[src/rtl/shift_add_mac.sv]
// -----------------------------------------------------------------------------
// shift_add_mac
//   Sequential shift-add multiply-accumulate: product = x*y + z, computed one
//   multiplier bit per clock. Its result/done pair feeds the modular-reduction
//   block's a/start inputs directly.
//
//   Optional build macro: SHIFT_ADD_MAC_EARLY_TERM_EN
//     When defined, the operation finishes as soon as the remaining multiplier
//     bits are all zero. Latency becomes (index of the highest set bit of y)+1,
//     or 1 edge for y=0. Results are identical to the fixed-latency build.
//
// Parameters
//   DATA_WIDTH : width of x and y. z is 2*DATA_WIDTH wide, and the product is
//                2*DATA_WIDTH+1 wide.
//
// Ports
//   clk     : rising-edge clock
//   rst_n   : asynchronous active-low reset
//   start   : load/restart. Sampled on every edge and wins in any state.
//   x       : multiplicand, unsigned
//   y       : multiplier, unsigned
//   z       : addend, unsigned
//   product : accumulator. Only meaningful while done=1.
//   done    : result valid. This is a level, held until the next start or reset.
//   busy    : high while computing
// -----------------------------------------------------------------------------
module shift_add_mac #(
  parameter int DATA_WIDTH = 8
) (
  input  logic                      clk,
  input  logic                      rst_n,
  input  logic                      start,
  input  logic [DATA_WIDTH-1:0]     x,
  input  logic [DATA_WIDTH-1:0]     y,
  input  logic [2*DATA_WIDTH-1:0]   z,
  output logic [2*DATA_WIDTH:0]     product,
  output logic                      done,
  output logic                      busy
);

  localparam int PW = 2 * DATA_WIDTH + 1;
  localparam int CW = (DATA_WIDTH > 1) ? $clog2(DATA_WIDTH) : 1;
  localparam logic [CW-1:0] LAST_COUNT = CW'(DATA_WIDTH - 1);

  typedef enum logic [1:0] {
    IDLE = 2'd0,
    MUL  = 2'd1,
    DONE = 2'd2
  } state_t;

  state_t                state_reg, state_next;
  logic [PW-1:0]         acc_reg, acc_next;
  logic [PW-1:0]         x_sh_reg, x_sh_next;
  logic [DATA_WIDTH-1:0] y_sh_reg, y_sh_next;
  logic [CW-1:0]         count_reg, count_next;
  logic                  done_reg, done_next;
  logic                  busy_reg, busy_next;

  always_ff @(posedge clk or negedge rst_n) begin
    if (!rst_n) begin
      state_reg <= IDLE;
      acc_reg   <= '0;
      x_sh_reg  <= '0;
      y_sh_reg  <= '0;
      count_reg <= '0;
      done_reg  <= 1'b0;
      busy_reg  <= 1'b0;
    end else begin
      state_reg <= state_next;
      acc_reg   <= acc_next;
      x_sh_reg  <= x_sh_next;
      y_sh_reg  <= y_sh_next;
      count_reg <= count_next;
      done_reg  <= done_next;
      busy_reg  <= busy_next;
    end
  end

  always_comb begin
    state_next = state_reg;
    acc_next   = acc_reg;
    x_sh_next  = x_sh_reg;
    y_sh_next  = y_sh_reg;
    count_next = count_reg;
    done_next  = done_reg;
    busy_next  = busy_reg;

    if (start) begin
      // A restart takes priority in every state, including mid-multiply.
      x_sh_next  = {{(DATA_WIDTH + 1){1'b0}}, x};
      y_sh_next  = y;
      acc_next   = {1'b0, z};
      count_next = '0;
      done_next  = 1'b0;
      busy_next  = 1'b1;
      state_next = MUL;
    end else begin
      case (state_reg)
        MUL: begin
          // The accumulator is one bit wider than x*y or z alone, so this sum
          // can never wrap.
          if (y_sh_reg[0]) begin
            acc_next = acc_reg + x_sh_reg;
          end
          x_sh_next  = x_sh_reg << 1;
          y_sh_next  = y_sh_reg >> 1;
          count_next = count_reg + 1'b1;
          if (count_reg == LAST_COUNT) begin
            state_next = DONE;
            done_next  = 1'b1;
            busy_next  = 1'b0;
          end
`ifdef SHIFT_ADD_MAC_EARLY_TERM_EN
          // If no multiplier bits remain after this shift, the result is final.
          else if ((y_sh_reg >> 1) == '0) begin
            state_next = DONE;
            done_next  = 1'b1;
            busy_next  = 1'b0;
          end
`endif
        end
        default: begin
          // IDLE and DONE both hold everything until the next start.
        end
      endcase
    end
  end

  assign product = acc_reg;
  assign done    = done_reg;
  assign busy    = busy_reg;

endmodule

[config.mk]
export PLATFORM = sky130hd
export DESIGN_NAME = shift_add_mac
export DESIGN_NICKNAME = d
export VERILOG_FILES = /design/src/rtl/shift_add_mac.sv
export SDC_FILE = /design/constraint.sdc
export NUM_CORES = 1
export LEC_CHECK = 0
export BUFFER_PORTS_ARGS = -buffer_cell sky130_fd_sc_hd__clkbuf_2
export CAP_MARGIN = 30
export CORE_MARGIN = 10
export CORE_UTILIZATION = 45
export CTS_CLUSTER_SIZE = 28
export DETAILED_ROUTE_END_ITERATION = 16
export PLACE_DENSITY_LB_ADDON = 0.08
export SYNTH_ARGS = -nofsm -noshare
export SYNTH_HDL_FRONTEND = slang
export SYNTH_SLANG_ARGS = --single-unit
[constraint.sdc]
create_clock -name clk -period 2.6 [get_ports clk]
set_clock_uncertainty 0.05 [all_clocks]
set_input_delay 0.26 -clock clk [delete_from_list [all_inputs] [get_ports clk]]
set_output_delay 0.26 -clock clk [all_outputs]
set_load 0.01 [all_outputs]
# Word level (Yosys, flattened, before mapping)
# Cells that the tools add are included.
totals:
  wordCells: 34
  ff_bits: 49
  output_inout_bits: 19
classes:
  add_sub_neg: 2
  n_mux: 18
  reduce_logical: 5
  n_eq_ne: 2
ops:
  columns: ["operator", "n"]
  rows:
  - ["2-to-1 mux 17 bit", 5]
  - ["adder 17 bit", 1]
  - ["2-to-1 mux 8 bit", 2]
  - ["2-to-1 mux 1 bit", 6]
  - ["2-to-1 mux 2 bit", 3]
  - ["2-to-1 mux 3 bit", 2]
  - ["nonzero test 2 bit", 3]
  - ["AND reduction 2 bit", 2]
  - ["adder 3 x 1 -> 3 bit, second input constant", 1]
  - ["equality test 3 bit, second input constant", 1]
  - ["equality test 2 x 1 -> 1 bit, second input constant", 1]

# Longest topological paths before layout
# Gate-level depths: netlist (run 1).
depth:
  word_depth: 4
  depth_mapped: 8
  mapped_depth_nobuf: 8

# Worst setup path before layout (run 1)
# OpenSTA, ideal clock, no wires.
synth_path:
  path_kind: "flip-flop to flip-flop"
  from: "register acc_reg[0], in the netlist product[0]"
  to: "register acc_reg[16], in the netlist product[16]"
  n_path_buf: 0
  slack_ps: 213
  period_less_slack_ps: 2387
  t_arrival_ps: 2209
  stages_incl_launch_ff: 9
  required_ps: 2422
  cell_sequence: "dfrtp_1 ha_1 fa_1 a211oi_2 o211ai_2 o211ai_2 a41oi_2 mux2i_1 mux2_1"
synth_between:
  elab_chain_cells: 4
synth_rtl:
  columns: ["element", "line", "rtl"]
  rows:
  - ["start: declaration", "52", "logic [PW-1:0] acc_reg, acc_next;"]
  - ["start signal: assignment", "70", "acc_reg <= acc_next;"]
  - ["adder 17 bit", "103", "acc_next = acc_reg + x_sh_reg;"]
  - ["2-to-1 mux 17 bit", "102", "if (y_sh_reg[0]) begin"]
  - ["2-to-1 mux 17 bit", "98", "case (state_reg)"]
  - ["2-to-1 mux 17 bit", "88", "if (start) begin"]
# Every way passes these cells. The select of a mux whose other input is x is not followed.
# A chain may end at the register's enable or synchronous reset.

# Final worst setup path (run 1)
# Same ends and word-level chain as after synthesis.

==> results of run 1 <==
## report_power, final
group | total, uW | switching [uW] | internal (uW)
clock | 489 | 290 | 200
sequential | 868 | 66.4 | 801
combinational | 627 | 362 | 265
total | 1980 | 718 | 1270
## per-layer routing
layer	vias to the layer above	wire length (um)
li1	1261	-
met1	1192	3550
met2	72	3410
met3	10	353
met4	0	114
met5	-	0
## cells in the final DEF (no fill, tap or decap), types with 2 or more instances in the layout
| cell type | n |
|---|---|
| o21ai_2 | 2 |
| a21oi_1 | 40 |
| mux2i_1 | 20 |
| a31oi_1 | 2 |
| nand2b_1 | 5 |
| o211ai_2 | 3 |
| xor2_1 | 5 |
| nor2b_1 | 3 |
| buf_4 | 7 |
| o211ai_1 | 3 |
| xnor2_1 | 7 |
| nand4_1 | 2 |
| dfrtp_1 | 47 |
| inv_1 | 5 |
| clkbuf_8 | 5 |
| o21ai_0 | 35 |
| a211oi_2 | 2 |
| and2_1 | 3 |
| nor2_1 | 14 |
| a21o_1 | 9 |
| clkbuf_2 | 53 |
| o221ai_1 | 2 |
| ha_1 | 18 |
| nand2_1 | 62 |
| nor3b_1 | 2 |
## stage by stage
step	worst slack (ps)	cells	cell area (um2)	hold WS (ps)	power (uW)
2_1_floorplan	213	329	2930	-85.6	1310
3_3_place_gp	152	448	3270	348	1500
3_5_place_dp	114	448	3270	349	1510
4_1_cts	93.8	456	3370	5.94	2000
5_1_grt	32.0	456	3380	37.6	2120
6_report	138	456	3380	-15.7	1980
## cells by family (layout without fill, tap and decap cells)
family | after synthesis | in the layout | synth area share, %
fa+ha+maj | 19 | 19 | 8.37
flops | 47 | 47 | 40.1
buf+inv | 23 | 73 | 3.12
mux | 22 | 22 | 7.60
compound gates | 109 | 109 | 22.9
xor+xnor | 12 | 12 | 3.59
simple gates | 97 | 97 | 14.3
## area by class of cell
| cell class | count | area share [%] |
|---|---|---|
| inverters | 5 | 0.556 |
| clock inverters | 3 | 0.815 |
| flip-flops and latches | 47 | 34.8 |
| clock buffers | 5 | 2.04 |
| repair buffers | 60 | 9.41 |
| multi-input cells | 259 | 49.5 |
| well taps | 77 | 2.85 |
## how the worst min path moves through the flow
stage	start	endpoint	slack, ps	cells after the start
2_1_floorplan	rst_n	count_reg[0]	-90	0
3_3_place_gp	rst_n	y_sh_reg[6]	350	2
3_5_place_dp	rst_n	y_sh_reg[7]	350	2
4_1_cts	rst_n	state_reg[1]	6	2
5_1_grt	rst_n	y_sh_reg[7]	40	2
6_report	rst_n	product[0]	-20	2
==> run metrics, run 1 <==
Setup crit end product[16]; # diodes 0; Tcrit/Tclk final 94.7%; vias in the first global route 2523; VDD IR-drop max 0.320 mV; Worst slew margin between 50% and 60%; Detail Placement HPWL 5.67 mm; Seq cells post-synth 47; R2R Path Start product[0]; Initial Util approximately 46%; Worst R2R End product[16]; CP startpoint product[0]; Fin. Hold Viols 47; register cell area after layout ~1200 um2; Setup TNS 0 ps; Area contributors post-synth dfrtp_1 (40%), nand2_1 (7.9%), ha_1 (7.7%); Max-Cap Viols 0; Post-synth ARST share between 90% and 100%; I/O pin count 54; Synthesized Nets approximately 380; Power Dens Cells 588 nW/um2; WP buf/inv 0; Least-Margin Pin Slew 637 ps; critical path class reg2reg; Slew Viols, Final 0; gr usage total 15.0%; Post-CTS Setup Bufs 0; Arrival @ worst endpoint 2620 ps; Worst Hold Class in2async; Synth top cells by count nand2_1 (62), dfrtp_1 (47), a21oi_1 (40); count leader, synth nand2_1; Tmin final ~2500 ps; Syn Inst Count 329; share of layout cells above drive strength 1 between 20% and 30%; Worst-Skew Late Latency around 310 ps; Fill cells slightly above 600; Worst R2R Setup Slack between 100 and 150 ps; Critical Path, Cell by Cell ha_1 -> fa_1 -> a211oi_2 -> o211ai_2 -> o211ai_2 -> a41oi_2 -> mux2i_1 -> mux2_1; sequential fraction of the synthesis area between 40% and 50%; die area 10100 um2; clock transition at the registers of the reported paths approximately 100 ps; Fmax about 410 MHz; CTS resizes 0; Clock Tree Buf Depth 2; CP dominant cell by count o211ai_2; TritonCTS clock tree yes; Crit-path slowest cell fa_1; core area about 6300 um2; top_reg_cell synth dfrtp_1; placer congestion estimate approximately 0.9; Avg WL per Cell between 15 and 20 um; CTS root buffer clkbuf_8; clk sinks between 40 and 50; critical path's top delay family compound AO/OA/AOI/OAI gates; Remaining DRCs 0; initial antenna violation count 0; layer with the highest usage met2; largest net degree at the start of global routing 48; row count 29; max incr delay on CP approximately 450 ps; fin util between 50% and 60%; Die Ht between 100 and 150 um; startpoint types flip-flop; TritonCTS buffer count 5; RSZ-0062 raised after global routing no; met2 Usage GRT 22.9%; worst-path fanout max 3; router iterations before antenna repair 4; number of synthesized flops with an enable pin 0; vias after detailed routing between 2k and 3k; Overflow after GRT 0; hold_buf cts 0; area leader, netlist dfrtp_1; Worst Path Required about 2800 ps; Final setup viols 0; Multi-input gate area between 1500 and 2000 um2; CP endpoint kind flip-flop; failing checks hold timing; drt initial violations between 100 and 150; status complete, but fails checks; H-tree lvl count 2; GR Util met1 a little over 20%; first-pass GRT wire length roughly 12 mm; Layout Nets about 430; IO buf count 53; post-synthesis cell area roughly 2900 um2; number of routed nets with antenna violations 0; Vias/cell around 5.6; post-synthesis cell type count between 40 and 50; Levels on crit path 8; cell leakage power approximately 0.0016 uW; Worst R2R Path Depth 8; M3 GR Usage around 2.6%; Total Wirelength around 7.4 mm; Synth top area share between 40 and 50%; Layout area overhead 15.2%; worst hold margin -15.7 ps; Synth Warn # 0; Mean Syn Cell Area 8.91 um2; die width just over 100 um
Power figures use the tool's default switching activity.
==> inputs of run 2 (changes only) <==
--- a/config.mk
+++ b/config.mk
@@ -5,6 +5,7 @@
 export SDC_FILE = /design/constraint.sdc
 export NUM_CORES = 1
 export LEC_CHECK = 0
+export ABC_AREA = 1
 export BUFFER_PORTS_ARGS = -buffer_cell sky130_fd_sc_hd__clkbuf_2
 export CAP_MARGIN = 30
 export CORE_MARGIN = 10
==> run 2 against run 1 <==
Effect of this change: global-route usage increased by 1.1 points; count of clock-buffer cells in the layout unchanged; critical endpoint is now product[14]; combinational power increased by 5.6%; power increased by 2.1%; clock power about the same; sequential cell count unchanged; worst setup slack improved by 580 ps; wire length increased by 6.7%; area after synthesis increased by 2.3%; the flow now finishes without violations; first-iteration DRC count increased by 21%.
==> run metrics, run 2 <==
status completed (was complete, but fails checks); worst-path fanout max 4 (was 3); Vias/cell 5.19 (was 5.56); TritonCTS buffer count 5 (unchanged); Max-Cap Viols 0 (unchanged); Die Ht 102 um (was 101 um); count leader, synth nand2_1 (unchanged); Synth top cells by count nand2_1 (128), inv_1 (52), dfrtp_1 (47) (was nand2_1 (62), dfrtp_1 (47), a21oi_1 (40)); largest net degree at the start of global routing 24 (was 48); Fill cells 643 (was 621); Post-CTS Setup Bufs 0 (unchanged); core area 6420 um2 (was 6350 um2); Worst Hold Class in2reg (was in2async); Tcrit/Tclk final 72.3% (was 94.7%); H-tree lvl count 2 (unchanged); Crit-path slowest cell dfrtp_1 (was fa_1); CP startpoint product[0] (unchanged); commonest non-fill, non-tap cells in the layout nand2_1 (128), clkbuf_2 (53), inv_1 (52), dfrtp_1 (47), nand3_1 (35) (was nand2_1 (62), clkbuf_2 (53), dfrtp_1 (47), a21oi_1 (40), o21ai_0 (35)); Layout area overhead 14.7% (was 15.2%); Overflow after GRT 0 (unchanged); Layout Nets 511 (was 432); Syn Inst Count 402 (was 329); Area contributors post-synth dfrtp_1 (39%), nand2_1 (16%), ha_1 (7.5%) (was dfrtp_1 (40%), nand2_1 (7.9%), ha_1 (7.7%)); Tmin final 1880 ps (was 2460 ps); drt initial violations 149 (was 123); post-synthesis cell area 3000 um2 (was 2930 um2); R2R Path Start product[0] (unchanged); RSZ-0062 raised after global routing no (unchanged); Setup crit end product[14] (was product[16]); Arrival @ worst endpoint 2040 ps (was 2620 ps); max incr delay on CP 400 ps (was 450 ps); placer congestion estimate 0.861 (was 0.883); Fmax 532 MHz (was 406 MHz); TritonCTS clock tree yes (unchanged); Avg WL per Cell 14.8 um (was 16.3 um); Detail Placement HPWL 6.09 mm (was 5.67 mm); vias in the first global route 2744 (was 2523); Synth Warn # 0 (unchanged); vias after detailed routing 2776 (was 2535); Worst R2R End product[14] (was product[16]); register cell area after layout 1180 um2 (unchanged); Remaining DRCs 0 (unchanged); WP buf/inv 0 (unchanged); cell leakage power 0.00189 uW (was 0.00162 uW); clock transition at the registers of the reported paths 100 ps (about the same); number of synthesized flops with an enable pin 0 (unchanged); clk sinks 47 (unchanged); number of routed nets with antenna violations 0 (unchanged); Seq cells post-synth 47 (unchanged); Total Wirelength 7.92 mm (was 7.43 mm); post-synthesis cell type count 31 (was 44); Worst R2R Setup Slack 720 ps (was 140 ps); total power 2030 uW (was 1980 uW); Synthesized Nets 456 (was 383); Least-Margin Pin Slew 503 ps (was 637 ps); startpoint types flip-flop (unchanged); share of layout cells above drive strength 1 16.6% (was 21.1%); Mean Syn Cell Area 7.46 um2 (was 8.91 um2); Worst Path Required 2760 ps (was 2750 ps); Synth top area share 39.2% (was 40.1%); Power Dens Cells 589 nW/um2 (was 588 nW/um2); VDD IR-drop max 0.252 mV (was 0.320 mV); die width 102 um (was 101 um); Worst slew margin 66.5% (was 57.5%); row count 29 (unchanged); IO buf count 53 (unchanged); Worst-Skew Late Latency 310 ps (about the same); Levels on crit path 10 (was 8); top_reg_cell synth dfrtp_1 (unchanged); CP dominant cell by count nand2_1 (was o211ai_2); Clock Tree Buf Depth 2 (unchanged); Setup TNS 0 ps (unchanged); critical path class reg2reg (unchanged); router iterations before antenna repair 4 (unchanged); initial antenna violation count 0 (unchanged); Post-synth ARST share 100% (unchanged); critical path's top delay family simple AND/OR/NAND/NOR gates (was compound AO/OA/AOI/OAI gates); gr usage total 16.0% (was 15.0%); first-pass GRT wire length 13.3 mm (was 12.3 mm); leading cell type in the layout, fill and taps excluded nand2_1 (unchanged); # diodes 0 (unchanged); CP endpoint kind flip-flop (unchanged); Worst R2R Path Depth 10 (was 8); Final setup viols 0 (unchanged); Multi-input gate area 1550 um2 (was 1670 um2); sequential fraction of the synthesis area 39.2% (was 40.1%); Slew Viols, Final 0 (unchanged); Critical Path, Cell by Cell ha_1 -> fa_1 -> nand3_1 -> nand2_1 -> nand2_1 -> nand2_1 -> nand2_1 -> nand3_1 -> nand3_1 -> nand2_1 (was ha_1 -> fa_1 -> a211oi_2 -> o211ai_2 -> o211ai_2 -> a41oi_2 -> mux2i_1 -> mux2_1); Initial Util 46.7% (was 46.2%); area leader, netlist dfrtp_1 (unchanged); I/O pin count 54 (unchanged); die area 10300 um2 (was 10100 um2); Fin. Hold Viols 0 (was 47); CTS root buffer clkbuf_8 (unchanged)
==> run 2: worst min path at each step <==
stage          start  cells after the start            to  slack [ps]
2_1_floorplan  rst_n                      0  count_reg[0]         -90
3_3_place_gp   rst_n                      1    product[2]         190
3_5_place_dp   rst_n                      1    product[2]         200
4_1_cts         y[7]                      3   y_sh_reg[7]         100
5_1_grt         z[6]                      3    product[6]         120
6_report        y[7]                      3   y_sh_reg[7]         110
==> run 2: stage by stage <==
step / hold slack, ps / setup WS, ps / area, um2 / cells / util, %
2_1_floorplan: -85.6 / 804 / 3000 / 402 / -
3_5_place_dp: 198 / 714 / 3340 / 526 / 52.0
5_1_grt: 123 / 538 / 3440 / 535 / 53.6
3_3_place_gp: 189 / 753 / 3340 / 526 / 52.0
4_1_cts: 104 / 702 / 3440 / 535 / 53.6
6_report: 114 / 721 / 3440 / 535 / 53.6
==> run 2: kinds of logic after synthesis <==
logic type               Yosys count  synth area share [%]
AND/OR/NAND/NOR                  199                  28.7
adder cells (fa/ha/maj)           19                  8.17
flip-flops                        47                  39.2
buffers and inverters             67                  9.01
AO/OA/AOI/OAI                     65                  13.4
XOR/XNOR                           5                  1.46
==> run 2: routing by layer <==
| layer | track usage, % | up-vias | wire length, um |
|---|---|---|---|
| li1 | - | 1426 | - |
| met3 | 3.40 | 5 | 420 |
| met1 | 21.0 | 1283 | 3800 |
| met2 | 26.0 | 62 | 3630 |
| met5 | 0 | - | 0 |
| met4 | 4.51 | 0 | 76 |
==> run 2: area by class of cell <==
class                   instances  area share [%]
multi-input cells             288            45.2
flip-flops and latches         47            34.2
repair buffers                 59            9.09
inverters                      56            6.11
well taps                      77            2.80
clock buffers                   5            2.00
clock inverters                 3           0.655
==> run 2: timing repair <==
| item | 4_1_cts | 5_1_grt |
|---|---|---|
| resized for setup | 0 | 0 |
| hold endpoints to repair | 17 | 0 |
| hold buffers | 1 | 0 |
==> run 2: where the power goes <==
| part | leakage (uW) | switching, uW | internal [uW] |
|---|---|---|---|
| clock network | 0.0000485 | 292 | 194 |
| registers | 0.000589 | 71.8 | 808 |
| logic | 0.00125 | 409 | 253 |
==> run 2: tightest hold or removal path: stages <==
cell and delay, ps:
clkbuf_2 70, nand2_1 40, o21ai_0 60
